[src/rtl/controle_entrada_rpn.sv]
// Input front-end for the 2-level RPN stack/ALU stage.
// Synchronizes and debounces the push-buttons, latches the operand and opcode
// switches, and tracks stack occupancy so that illegal RPN sequences are
// rejected before they reach the stack.
//
// state | meaning
// ------+--------------------------------
// S0    | stack empty
// S1    | one operand on the stack
// S2    | two operands on the stack (full)
module controle_entrada_rpn #(
  parameter int DEBOUNCE_CYCLES = 250000,
  parameter int EXEC_HOLDOFF    = 2
) (
  input  logic       clk,
  input  logic       rst,
  input  logic [7:0] chaves,
  input  logic [2:0] chaves_op,
  input  logic       btn_numero,
  input  logic       btn_executar,
  input  logic       btn_limpar,
  output logic [7:0] entrada,
  output logic [2:0] operacao,
  output logic       entrada_numero,
  output logic       executar,
  output logic [1:0] nivel,
  output logic       erro_sequencia,
  output logic       ocupado
);

  localparam int CW = (DEBOUNCE_CYCLES < 2) ? 1 : $clog2(DEBOUNCE_CYCLES);
  localparam logic [CW-1:0] DEB_RELOAD = CW'(DEBOUNCE_CYCLES - 1);
  localparam int HW = (EXEC_HOLDOFF < 1) ? 1 : $clog2(EXEC_HOLDOFF + 1);
  localparam logic [HW-1:0] HOLD_LOAD = HW'(EXEC_HOLDOFF);

  typedef enum logic [1:0] {
    S0 = 2'd0,
    S1 = 2'd1,
    S2 = 2'd2
  } state_t;

  state_t state, state_next;

  // bit 0: numero, bit 1: executar, bit 2: limpar
  logic [2:0] btn_raw;
  logic [2:0] btn_s1, btn_s2;
  logic [7:0] ch_s1, ch_s2;
  logic [2:0] op_s1, op_s2;
  logic [2:0] level, level_d, ev;
  logic [HW-1:0] hold_cnt;
  logic       busy;
  logic       push_ok, exec_ok, err_next;

  assign btn_raw = {btn_limpar, btn_executar, btn_numero};

  // Two-flop synchronizers for every asynchronous board input.
  always_ff @(posedge clk or negedge rst) begin
    if (!rst) begin
      btn_s1 <= '0;
      btn_s2 <= '0;
      ch_s1  <= '0;
      ch_s2  <= '0;
      op_s1  <= '0;
      op_s2  <= '0;
    end else begin
      btn_s1 <= btn_raw;
      btn_s2 <= btn_s1;
      ch_s1  <= chaves;
      ch_s2  <= ch_s1;
      op_s1  <= chaves_op;
      op_s2  <= op_s1;
    end
  end

  for (genvar i = 0; i < 3; i++) begin : g_deb
    logic          lvl;
    logic [CW-1:0] cnt;

    // Down-counter restarts on every sample equal to the accepted level;
    // terminal count flips the level after DEBOUNCE_CYCLES differing samples.
    always_ff @(posedge clk or negedge rst) begin
      if (!rst) begin
        lvl <= 1'b0;
        cnt <= DEB_RELOAD;
      end else if (btn_s2[i] == lvl) begin
        cnt <= DEB_RELOAD;
      end else if (cnt == '0) begin
        lvl <= btn_s2[i];
        cnt <= DEB_RELOAD;
      end else begin
        cnt <= cnt - 1'b1;
      end
    end

    assign level[i] = lvl;
  end

  // Previous debounced level, for rising-edge event detection.
  always_ff @(posedge clk or negedge rst) begin
    if (!rst) level_d <= '0;
    else      level_d <= level;
  end

  assign ev   = level & ~level_d;
  assign busy = executar | (hold_cnt != '0);

  // Occupancy state register.
  always_ff @(posedge clk or negedge rst) begin
    if (!rst) state <= S0;
    else      state <= state_next;
  end

  // Next state and command acceptance; limpar beats everything, busy drops
  // numero/executar silently, numero+executar together is one error.
  always_comb begin
    state_next = state;
    push_ok    = 1'b0;
    exec_ok    = 1'b0;
    err_next   = 1'b0;
    if (ev[2]) begin
      state_next = S0;
    end else if (!busy && (ev[0] || ev[1])) begin
      if (ev[0] && ev[1]) begin
        err_next = 1'b1;
      end else if (ev[0]) begin
        if (state == S2) begin
          err_next = 1'b1;
        end else begin
          push_ok    = 1'b1;
          state_next = (state == S0) ? S1 : S2;
        end
      end else begin
        if (state == S2) begin
          exec_ok    = 1'b1;
          state_next = S1;
        end else begin
          err_next = 1'b1;
        end
      end
    end
  end

  // Registered strobes, latched data and post-execute holdoff counter.
  always_ff @(posedge clk or negedge rst) begin
    if (!rst) begin
      entrada_numero <= 1'b0;
      executar       <= 1'b0;
      erro_sequencia <= 1'b0;
      entrada        <= '0;
      operacao       <= '0;
      hold_cnt       <= '0;
    end else begin
      entrada_numero <= push_ok;
      executar       <= exec_ok;
      erro_sequencia <= err_next;
      if (push_ok) entrada  <= ch_s2;
      if (exec_ok) operacao <= op_s2;
      if (ev[2])                 hold_cnt <= '0;
      else if (executar)         hold_cnt <= HOLD_LOAD;
      else if (hold_cnt != '0)   hold_cnt <= hold_cnt - 1'b1;
    end
  end

  assign nivel   = state;
  assign ocupado = (hold_cnt != '0);

endmodule

[config.mk]
export PLATFORM = sky130hd
export DESIGN_NAME = controle_entrada_rpn
export DESIGN_NICKNAME = d
export VERILOG_FILES = /design/src/rtl/controle_entrada_rpn.sv
export SDC_FILE = /design/constraint.sdc
export NUM_CORES = 1
export LEC_CHECK = 0
export BUFFER_PORTS_ARGS = -buffer_cell sky130_fd_sc_hd__clkbuf_2
export CAP_MARGIN = 10
export CORE_MARGIN = 3
export CORE_UTILIZATION = 25
export DETAILED_ROUTE_END_ITERATION = 6
export GPL_TIMING_DRIVEN = 0
export PLACE_DENSITY = 0.39
export SLEW_MARGIN = 20
export SYNTH_ARGS = -nofsm -noshare
export SYNTH_HDL_FRONTEND = slang
export SYNTH_SLANG_ARGS = --single-unit
[constraint.sdc]
create_clock -name clk -period 1.8 [get_ports clk]
set_clock_uncertainty 0.1 [all_clocks]
set_input_delay 0.09 -clock clk [delete_from_list [all_inputs] [get_ports clk]]
set_output_delay 0.09 -clock clk [all_outputs]
set_load 0.05 [all_outputs]
# Word level (Yosys, flattened, before mapping)
# Index checks and enable logic that the tools add are counted.
[op_classes]
n_eq_ne = 6
reduce_logical = 16
addsub = 4
bitwise_logic = 6
muxes = 30
[op_table]
columns = ["operator", "count"]
rows = [
  ["18-bit two-way mux", 6],
  ["18-bit zero test", 3],
  ["18-bit by 1-bit subtractor with 18-bit output (second input constant)", 3],
  ["2-bit two-way mux", 10],
  ["1-bit two-way mux", 14],
  ["2-bit AND reduction", 3],
  ["3-bit nonzero test", 2],
  ["4-bit AND reduction", 1],
  ["2-bit nonzero test", 2],
  ["3-bit AND", 1],
  ["1-bit equality test", 3],
  ["3-bit inequality test (second input constant)", 1],
  ["1-bit inverter", 3],
  ["3-bit inverter", 1],
  ["2-bit equality test (second input constant)", 1],
  ["1-bit logical AND", 2],
  ["2-bit zero test", 1],
  ["2-bit inequality test (second input constant)", 1],
  ["2-bit by 1-bit subtractor with 2-bit output (second input constant)", 1],
  ["1-bit zero test", 1],
  ["1-bit logical OR", 1],
  ["1-bit OR", 1],
]
[totals]
out_inout_bits = 17
wordCells = 82
in_bits = 16
reg_bits = 106

# Longest topological paths before layout
# Gate-level depths: netlist (run 1).
[logic_depth]
depth_word = 7
depth_mapped = 7
depth_no_buf = 6

# Least setup slack after synthesis (run 1)
# OpenSTA, ideal clock, no wires.
[synth_path]
path_kind = "flip-flop to flip-flop"
start = "reg g_deb[1].cnt[0]"
end = "reg g_deb[1].cnt[10]"
stages_incl_launch_ff = 7
n_path_buf = 0
required_time_ns = 1.563
setup_slack_ns = -0.148
setup_ns = 0.137
arrival_time_ns = 1.711
period_less_slack_ns = 1.948
cell_sequence = "dfstp_2 > inv_1 > ha_1 > nor3b_1 > nand4b_1 > o21ai_1 > nor2_1"
[synth_between]
elab_chain_len = 3
word_cells_on_any_way = 4
classes_between = "1 x add/sub; 2 x mux; 1 x reduce/logical"
[synth_lines]
columns = ["element", "line_no", "source"]
rows = [
  ["from (decl)", "77", "logic [CW-1:0] cnt;"],
  ["from (signal assigned)", "91", "cnt <= cnt - 1'b1;"],
  ["18-bit by 1-bit subtractor with 18-bit output / 18-bit zero test (equally long branches)", "91, 87", ""],
  ["18-bit two-way mux (*)", "87", "end else if (cnt == '0) begin"],
  ["18-bit two-way mux (*)", "85", "end else if (btn_s2[i] == lvl) begin"],
]
# Every way passes the cells marked *; elsewhere a longest branch is shown, timed or not.
# A chain may end at the register's enable or synchronous reset.

# Worst setup path after layout (run 1)
[layout_path]
start = "reg g_deb[0].cnt[14]"
end = "reg g_deb[0].lvl"
[layout_between]
elab_chain_len = 2
[layout_lines]
columns = ["element", "line_no", "source"]
rows = [
  ["from (decl)", "77", ""],
  ["from (signal assigned)", "91", ""],
  ["18-bit zero test", "87", ""],
  ["2-bit AND reduction (no line)", "-", ""],
  ["to (signal assigned)", "88", "lvl <= btn_s2[i];"],
  ["to (decl)", "76", "logic lvl;"],
]
# No other way between the ends.

==> flow_metrics.py, run 1 <==
metrics = {
    "setup_path": {
        "path_cells": "or4_4 > or3_4 > nor3_4 > mux2_4",
        "reg2reg_slack_ns": -0.16,
        "arrival_ns": 2.09,
        "slowest_stage": "or4_4",
        "max_stage_delay_ns": 0.53,
        "end_kind": "flip-flop",
        "path_max_fanout": 4,
        "required_ns": 1.93,
        "cp-start-kind": "flip-flop",
        "crit_type": "flip-flop to flip-flop",
    },
    "sta": {
        "hold_viol": 0,
        "fin_crit_sh_pct": 109,
        "drv_slew": 0,
        "worst_slack_ns": -0.156,
        "period_needed_ns": 1.96,
        "fmax_ghz": 0.511,
        "worst-slew-pin-transition_ns": 0.852,
        "rsz0062_at_grt": "true",
        "finalSetupViolCount": 15,
        "max-slew-margin-rel_pct": 43.0,
        "timing.hold.ws_ns": 0.146,
    },
    "synthesis": {
        "ys_seq_elements": 106,
        "synth_edf_count": 0,
        "syn_nets": 390,
        "ys_types": 47,
        "synth_warnings": 0,
        "synthAdderAreaFrac_pct": 1.69,
        "synth_area_mm2": 0.00444,
        "yosys.area_share.simple_pct": 19.5,
        "synth-compound-area-share_pct": 5.49,
        "async_flop_share_pct": 100,
        "synth_xor_area_share_pct": 7.69,
        "synth.yosys.seq_area_share_pct": 60.6,
        "synth_top_family_by_area": "simple AND/OR/NAND/NOR gates",
        "synth_cells": 368,
        "synth_ff_type": "dfrtp_1",
        "avgSynthCellArea_um2": 12.1,
        "synth.mux.area_fraction_pct": 3.52,
    },
    "die": {
        "rows": 48,
        "dieArea_mm2": 0.0194,
        "die_w_um": 139,
        "ios": 33,
        "start_util_pct": 25.6,
        "design.core.area_mm2": 0.0174,
        "die_h_um": 139,
    },
    "cells_and_area": {
        "fin_cells": 685,
        "multi_input_area_mm2": 0.00194,
        "drive_above_1_share_pct": 38.5,
        "syn_to_final_growth_pct": 33.9,
        "fill_cells": 1708,
        "final_nets": 477,
        "diodes": 0,
        "seqCellArea_mm2": 0.00269,
    },
    "power": {
        "power_density_mw_per_mm2": 843,
        "p_leak_uw": 0.00261,
        "ir_drop_mv": 0.525,
        "finalPower_uw": 5010,
    },
    "clocking": {
        "insertion_delay_ns": 0.34,
        "clock_path_buffers": 2,
        "htreeDepth": 3,
        "cts_tree": "done",
        "cts_buffers": 9,
        "cts_sinks": 106,
        "cts_root_buffer": "clkbuf_16",
        "path_clk_slew_ns": 0.07,
    },
    "outcome": {
        "status": "finished with violations",
        "violations": "setup timing",
    },
    "placement": {
        "post-place-ws_ns": -0.403,
        "hpwlAfterDp_um": 5380,
        "dp.cells": 626,
        "gp_congestion": 0.698,
        "portBuffers": 32,
    },
    "grt": {
        "grt_first_pass_wirelength_um": 14700,
        "grt-ovfl-total": 0,
        "grt.total_usage_pct": 9.18,
        "grt_max_degree": 62,
        "grt_pass1_vias": 2984,
        "antenna_found_initial": 0,
    },
    "detailed_routing": {
        "routedWlPerCell_um": 12.2,
        "drt_iter0_markers": 100,
        "detail_route.drc_violations": 0,
        "viasPerCell": 4.29,
        "via_count": 2941,
        "drtAntennaViolNets": 0,
        "drt-total-wl_um": 8370,
        "dr.pass1.iters": 4,
    },
    "job": {
        "cap_violations": 0,
    },
    "hold_path": {
        "hold_class": "input pin to asynchronous set/reset pin",
    },
}
## per-stage QoR
stage	area (um^2)	TNS [ns]	utilization [%]
final	5940	-1.69	34.2
after global routing	5940	-2.76	34.2
after CTS	5790	-1.80	33.3
after detailed placement	4950	-11.63	28.5
after global placement	4910	-100.68	28.3
after floorplan	4470	-0.868	-
## sequential cells by signal (all words and copies together) (netlist names)
name	count
g_deb.cnt	54
ch_s1	8
ch_s2	8
entrada	8
btn_s1	3
btn_s2	3
g_deb.lvl	3
level_d	3
op_s1	3
op_s2	3
operacao	3
hold_cnt	2
nivel	2
entrada_numero	1
erro_sequencia	1
executar	1
## critical path, delay by kind of cell (launching register included)
kind,cells,cell delay (ns)
flops,1,0.38
mux,1,0.31
simple gates,3,1.06
## synth_stat cells, types with 3 or more instances
| cell | number | share of area (%) |
|---|---|---|
| nand3_1 | 17 | 1.9 |
| o21ai_1 | 3 | 0.34 |
| nor4_4 | 3 | 1.4 |
| nand2b_1 | 3 | 0.42 |
| nor2_1 | 38 | 3.2 |
| nor4_1 | 6 | 0.85 |
| nor3_1 | 11 | 1.2 |
| nand2_1 | 32 | 2.7 |
| o21ai_0 | 8 | 0.90 |
| xor2_1 | 26 | 5.1 |
| inv_1 | 15 | 1.3 |
| nor2b_1 | 4 | 0.56 |
| o31ai_1 | 6 | 1.0 |
| nand4b_1 | 5 | 0.99 |
| dfrtp_1 | 76 | 43 |
| and3_1 | 4 | 0.56 |
| ha_1 | 6 | 1.7 |
| xnor2_1 | 13 | 2.6 |
| mux2_2 | 13 | 3.3 |
| or4_1 | 6 | 1.0 |
| dfstp_2 | 30 | 18 |
| nand4_1 | 6 | 0.85 |
| a21oi_1 | 4 | 0.45 |
## area by class of cell
type                    count  share of cell area, %
clock inverters             5                   1.81
multi-input cells         244                   32.7
repair buffers             78                   10.3
plain buffers               1                 0.0842
flip-flops and latches    106                   45.3
well taps                 225                   4.74
inverters                  15                  0.947
clock buffers              11                   4.25
## worst paths after layout
kind,from,end,depth (start not counted)
worst min-delay path,rst,g_deb[0].cnt[9],2
worst max-delay path,g_deb[0].cnt[14],g_deb[0].lvl,4
worst max register to register,g_deb[0].cnt[14],g_deb[0].lvl,4
worst min register to register,op_s1[0],op_s2[0],0
max in group asynchronous,rst,g_deb[1].cnt[15],3
min in group clk,op_s1[0],op_s2[0],0
## cell families after synthesis
| family | count (synthesis) |
|---|---|
| XOR/XNOR | 39 |
| flip-flops | 106 |
| AND/OR/NAND/NOR | 152 |
| buffers and inverters | 18 |
| AO/OA/AOI/OAI | 33 |
| adder cells (fa/ha/maj) | 6 |
| multiplexers | 14 |
## per-layer routing
| metal | wire, um | vias to the layer above | global-route usage (%) |
|---|---|---|---|
| li1 | - | 1457 | - |
| met1 | 4150 | 1453 | 12.6 |
| met2 | 3860 | 24 | 14.0 |
| met3 | 210 | 7 | 2.27 |
| met4 | 148 | 0 | 3.71 |
| met5 | 0 | - | 0 |
## where the power goes
group	switching (uW)	total, uW	internal, uW
logic	110	201	90.9
clock network	884	2330	1440
registers	35.5	2480	2440
total	1030	5010	3980
## placed cells by master (no fill, tap or decap), types with 8 or more instances in the layout
master         count
clkbuf_2          32
nor2_1            30
mux2_2            11
clkbuf_16          9
nand2_1           32
xor2_1            26
dlygate4sd3_1     15
o21ai_0            8
inv_1             10
nand3_1           13
dfstp_2           30
buf_4             27
xnor2_1           12
dfrtp_1           76
nor3_1             8
nor2_2             8
## repair_timing
action / 4_1_cts / 5_1_grt
hold buffers: 15 / 0
pin swaps: 14 / 20
resized for setup: 33 / 20
setup buffers: 22 / 8
setup endpoints to repair: 63 / 59
hold endpoints to repair: 95 / 0
Note: power is estimated with default switching activity, not from simulation.
==> run 2: changes to the inputs <==
CORE_MARGIN = unset   (was 3)
==> run 2 against run 1 <==
Combinational power is 10% higher. Total power shrank 6.5%. Fmax decreased by 0.71%. Register-to-register slack about the same. Critical endpoint unchanged. Cell count up 1.3%. Largest cell class unchanged. First-iteration DRC count decreased by 3.0%. The run still ends with setup timing left. Global-route usage up 1.3 points.
==> flow_metrics.py, run 2 (synthesized netlist as in run 1, its figures left out) <==
metrics = {
    "grt": {
        "antenna_found_initial": 0,
        "grt_first_pass_wirelength_um": 14900,
        "grt.total_usage_pct": 10.5,
        "grt-ovfl-total": 0,
        "grt_pass1_vias": 3032,
        "grt_max_degree": 56,
    },
    "die": {
        "die_w_um": 135,
        "rows": 48,
        "die_h_um": 135,
        "ios": 33,
        "dieArea_mm2": 0.0183,
        "design.core.area_mm2": 0.0173,
        "start_util_pct": 25.7,
    },
    "setup_path": {
        "arrival_ns": 2.11,
        "crit_family": "simple AND/OR/NAND/NOR gates",
        "cp-start-kind": "flip-flop",
        "crit_type": "flip-flop to flip-flop",
        "max_stage_delay_ns": 0.52,
        "path_cells": "or4_4 > or3_4 > nor3_4 > mux2_4",
        "required_ns": 1.94,
        "critPathBufInv": 0,
        "end_kind": "flip-flop",
        "slowest_stage": "or4_4",
        "path_max_fanout": 4,
        "critical_path_depth": 4,
        "r2r.worst_path.cells": 4,
    },
    "detailed_routing": {
        "via_count": 3057,
        "dr.pass1.iters": 4,
        "drtAntennaViolNets": 0,
        "viasPerCell": 4.40,
        "detail_route.drc_violations": 0,
        "drt-total-wl_um": 8830,
        "drt_iter0_markers": 97,
        "routedWlPerCell_um": 12.7,
    },
    "sta": {
        "rsz0062_at_grt": "true",
        "fmax_ghz": 0.508,
        "max-slew-margin-rel_pct": 66.4,
        "drv_slew": 0,
        "hold_viol": 0,
        "worst_slack_ns": -0.170,
        "worst-slew-pin-transition_ns": 0.501,
        "fin_crit_sh_pct": 109,
        "timing.hold.ws_ns": 0.160,
        "finalSetupViolCount": 17,
        "setup_tns_ns": -1.92,
        "period_needed_ns": 1.97,
    },
    "outcome": {
        "violations": "setup timing",
        "status": "finished with violations",
    },
    "cells_and_area": {
        "final_cell_mix": "73 x dfrtp_1, 32 x nand2_1, 32 x clkbuf_2",
        "largest_reg_flops": 54,
        "diodes": 0,
        "syn_to_final_growth_pct": 36.0,
        "drive_above_1_share_pct": 41.2,
        "fin_cells": 694,
        "multi_input_area_mm2": 0.00202,
        "seqCellArea_mm2": 0.00269,
        "layout_commonest_cell": "dfrtp_1",
        "top_register": "g_deb.cnt",
        "final_nets": 486,
        "fill_cells": 1723,
    },
    "clocking": {
        "cts_buffers": 9,
        "cts_tree": "done",
        "cts_root_buffer": "clkbuf_16",
        "htreeDepth": 3,
        "clock_path_buffers": 2,
        "cts_sinks": 106,
        "insertion_delay_ns": 0.35,
        "path_clk_slew_ns": 0.08,
    },
    "power": {
        "ir_drop_mv": 0.437,
        "switching_power_uw": 1150,
        "power_density_mw_per_mm2": 776,
        "power_frac_clock_pct": 42.4,
        "p_leak_uw": 0.00264,
        "intPower_uw": 3540,
        "comb_power_share_pct": 4.7,
        "p_sw_share_pct": 24.5,
        "pwr-share-seq_pct": 52.9,
    },
    "placement": {
        "portBuffers": 32,
        "gp_congestion": 0.679,
        "post-place-ws_ns": -0.463,
        "hpwlAfterDp_um": 5300,
        "dp.cells": 626,
    },
    "hold_path": {
        "hold_class": "input pin to asynchronous set/reset pin",
    },
    "job": {
        "cap_violations": 0,
    },
}
[run 2: changes by cell type in the layout (fill, tap and decap cells not counted), sizes merged]
cell / change
clkinvlp: +1
buf: +8
inv: +4
bufinv: -3
a21oi: +1
clkbuf: -2
[run 2: power by group through the flow]
stage	Combinational, uW	Clock [uW]	Sequential, uW
2_1_floorplan	52.8	0	2510
3_3_place_gp	132	0	2520
3_5_place_dp	142	0	2520
4_1_cts	199	2070	2470
5_1_grt	248	2160	2490
6_report	222	1990	2480
[run 2: worst register-to-register path: stages (launching register included)]
cell,delay [ns]
dfstp_2,0.39
or4_4,0.52
or3_4,0.39
nor3_4,0.15
mux2_4,0.31
[run 2: path summary, 6_finish.rpt]
kind                              endpoint  slack [ns]        startpoint
max                           g_deb[0].lvl       -0.17  g_deb[0].cnt[12]
min                               op_s1[1]        0.16               rst
max reg2reg                   g_deb[0].lvl       -0.17  g_deb[0].cnt[12]
min reg2reg                      btn_s2[1]        0.25         btn_s1[1]
max in group asynchronous  g_deb[0].cnt[1]        0.78               rst
min in group clk                 btn_s2[1]        0.25         btn_s1[1]
[run 2: through the flow]
stage,util (%),power (uW),cell area (um^2)
after floorplan,-,2560,4470
after global placement,28.4,2650,4910
after detailed placement,28.6,2660,4950
after CTS,33.4,4750,5780
after global routing,34.9,4900,6040
final,34.9,4690,6040
[run 2: cell type report]
class,instances,area share (%)
flip-flops and latches,106,44.6
multi-input cells,245,33.4
repair buffers,86,11.3
well taps,225,4.66
clock buffers,9,3.73
clock inverters,7,1.24
inverters,15,0.932
plain buffers,1,0.0829
[run 2: layer usage]
metal / global-route usage (%) / wire (um) / share of wire, % / up-vias
li1: - / - / - / 1474
met1: 12.7 / 4090 / 46 / 1543
met2: 17.2 / 4300 / 49 / 29
met3: 3.11 / 260 / 2.9 / 11
met4: 4.68 / 172 / 1.9 / 0
met5: 0 / 0 / 0 / -
[run 2: timing repair]
action / CTS / global route
pin swaps: 11 / 26
hold endpoints to repair: 68 / 0
hold buffers: 15 / 0
resized for setup: 35 / 35
buffers inserted: 24 / 14
setup endpoints to repair: 63 / 63
gates cloned: 1 / 0
==> run 3: changes to the inputs <==
CORE_UTILIZATION = 54   (was 25)
PLACE_DENSITY = 0.74   (was 0.39)
==> run 3 against run 2 <==
The run still ends with setup timing left. Cell count shrank 19%. Register-to-register slack lost 0.03 ns. Combinational power shrank 15%. Routed wire length shrank 5.7%. Clock power shrank 33%. Total power shrank 14%. Sequential share of layout area grew 3.5 points. First-iteration DRC count grew 20%. Non-clock buffer count shrank 10. Global-route usage grew 9.9 points. Critical path type unchanged. Critical endpoint unchanged. Highest routed layer unchanged.
==> flow_metrics.py, run 3 (synthesized netlist as in run 1, its figures left out) <==
metrics = {
    "sta": {
        "max-slew-margin-rel_pct": 49.9,
        "setup_tns_ns": -2.35,
        "drv_slew": 0,
        "finalSetupViolCount": 16,
        "hold_viol": 0,
        "worst-slew-pin-transition_ns": 0.749,
        "fmax_ghz": 0.499,
        "period_needed_ns": 2.00,
        "fin_crit_sh_pct": 111,
        "worst_slack_ns": -0.204,
        "rsz0062_at_grt": "true",
    },
    "setup_path": {
        "max_stage_delay_ns": 0.54,
        "path_max_fanout": 5,
        "end_kind": "flip-flop",
        "path_cells": "or4_4 > or3_4 > nor3_4 > mux2_4",
        "slowest_stage": "or4_4",
        "reg2reg_slack_ns": -0.20,
        "reg2reg_to": "g_deb[0].lvl",
        "r2r.worst_path.cells": 4,
        "required_ns": 1.95,
        "crit_type": "flip-flop to flip-flop",
        "cp-start-kind": "flip-flop",
        "arrival_ns": 2.16,
        "timing.rr.start": "g_deb[0].cnt[14]",
    },
    "detailed_routing": {
        "dr.pass1.iters": 4,
        "via_count": 3039,
        "routedWlPerCell_um": 14.8,
        "detail_route.drc_violations": 0,
        "drt_iter0_markers": 116,
        "drtAntennaViolNets": 0,
        "drt-total-wl_um": 8330,
        "viasPerCell": 5.42,
    },
    "grt": {
        "antenna_found_initial": 0,
        "grt_max_degree": 76,
        "grt-ovfl-total": 0,
        "grt_first_pass_wirelength_um": 13600,
        "grt.total_usage_pct": 20.4,
        "grt_pass1_vias": 3038,
    },
    "cells_and_area": {
        "final_cell_mix": "76 x dfrtp_1, 32 x nand2_1, 32 x clkbuf_2",
        "diodes": 0,
        "drive_above_1_share_pct": 37.7,
        "top_register": "g_deb.cnt",
        "syn_to_final_growth_pct": 25.8,
        "largest_reg_flops": 54,
        "layout_commonest_cell": "dfrtp_1",
        "final_nets": 476,
    },
    "clocking": {
        "cts_tree": "done",
        "insertion_delay_ns": 0.37,
        "cts_root_buffer": "clkbuf_8",
        "cts_buffers": 9,
        "path_clk_slew_ns": 0.09,
        "htreeDepth": 3,
        "cts_sinks": 106,
        "clock_path_buffers": 2,
    },
    "power": {
        "finalPower_uw": 4010,
        "power_density_mw_per_mm2": 717,
        "ir_drop_mv": 0.507,
        "p_leak_uw": 0.00250,
    },
    "placement": {
        "portBuffers": 32,
        "gp_congestion": 0.796,
        "hpwlAfterDp_um": 4960,
    },
    "die": {
        "ios": 33,
        "start_util_pct": 56.6,
        "design.core.area_mm2": 0.00785,
        "dieArea_mm2": 0.00859,
        "die_h_um": 92.7,
        "rows": 32,
        "die_w_um": 92.7,
    },
    "hold_path": {
        "hold_class": "input pin to asynchronous set/reset pin",
    },
    "job": {
        "cap_violations": 0,
    },
    "outcome": {
        "violations": "setup timing",
        "status": "finished with violations",
    },
}
run 3: changes by cell type in the layout (fill, tap and decap cells not counted), sizes merged:
cell,change
inv,-2
clkbuf,+1
clkinv,+1
buf,-10
run 3: report_power, final:
group | internal, uW | total [uW] | switching [uW] | leakage [uW]
Sequential | 2440 | 2480 | 34.6 | 0.00131
Combinational | 83.4 | 188 | 105 | 0.00110
Clock | 519 | 1340 | 820 | 0.0000877
Total | 3050 | 4010 | 960 | 0.00250
run 3: area by class of cell:
class	instances	area [um^2]
well taps	102	128
clock buffers	10	128
repair buffers	76	577
plain buffers	1	5.00
flip-flops and latches	106	2690
inverters	15	56.3
clock inverters	6	47.5
fillers	533	2260
multi-input cells	245	1960
run 3: critical path, delay by kind of cell (launching register included):
family / cells / cell delay, ns
mux: 1 / 0.32
flops: 1 / 0.39
simple gates: 3 / 1.09
run 3: routing by layer:
metal	routed length, um	vias to the layer above	global-route usage (%)
met3	296	12	5.25
met4	107	0	6.54
met5	0	-	0
li1	-	1451	-
met2	4210	61	35.4
met1	3710	1515	25.0
run 3: per-stage QoR:
step | hold slack (ns) | instances | cell area [um^2] | setup slack (ns) | utilization [%]
after floorplan | -0.306 | 368 | 4470 | -0.139 | -
after global placement | 0.0993 | 502 | 4760 | -0.785 | 60.6
after detailed placement | -0.0949 | 503 | 4790 | -0.376 | 61.1
after CTS | 0.0699 | 555 | 5420 | -0.189 | 69.1
after global routing | 0.0681 | 561 | 5590 | -0.228 | 71.2
final | 0.0734 | 561 | 5590 | -0.204 | 71.2
run 3: worst max-delay path by stage:
stage	from	to	slack, ns	cells past startpoint
final	g_deb[0].cnt[14]	g_deb[0].lvl	-0.20	4
after global routing	g_deb[0].cnt[14]	g_deb[0].lvl	-0.23	4
after CTS	g_deb[0].cnt[14]	g_deb[0].lvl	-0.19	4
after detailed placement	g_deb[1].cnt[9]	g_deb[1].cnt[10]	-0.38	4
after global placement	rst	g_deb[2].cnt[5]	-0.78	1
after floorplan	g_deb[0].cnt[14]	g_deb[0].lvl	-0.14	4
run 3: repair_timing:
item                       4_1_cts  5_1_grt
gates cloned                     1        0
pin swaps                       15       17
hold endpoints to repair       100        0
hold buffers                    15        0
setup buffers                   22        6
resized for setup               30       23
setup endpoints to repair       63       52
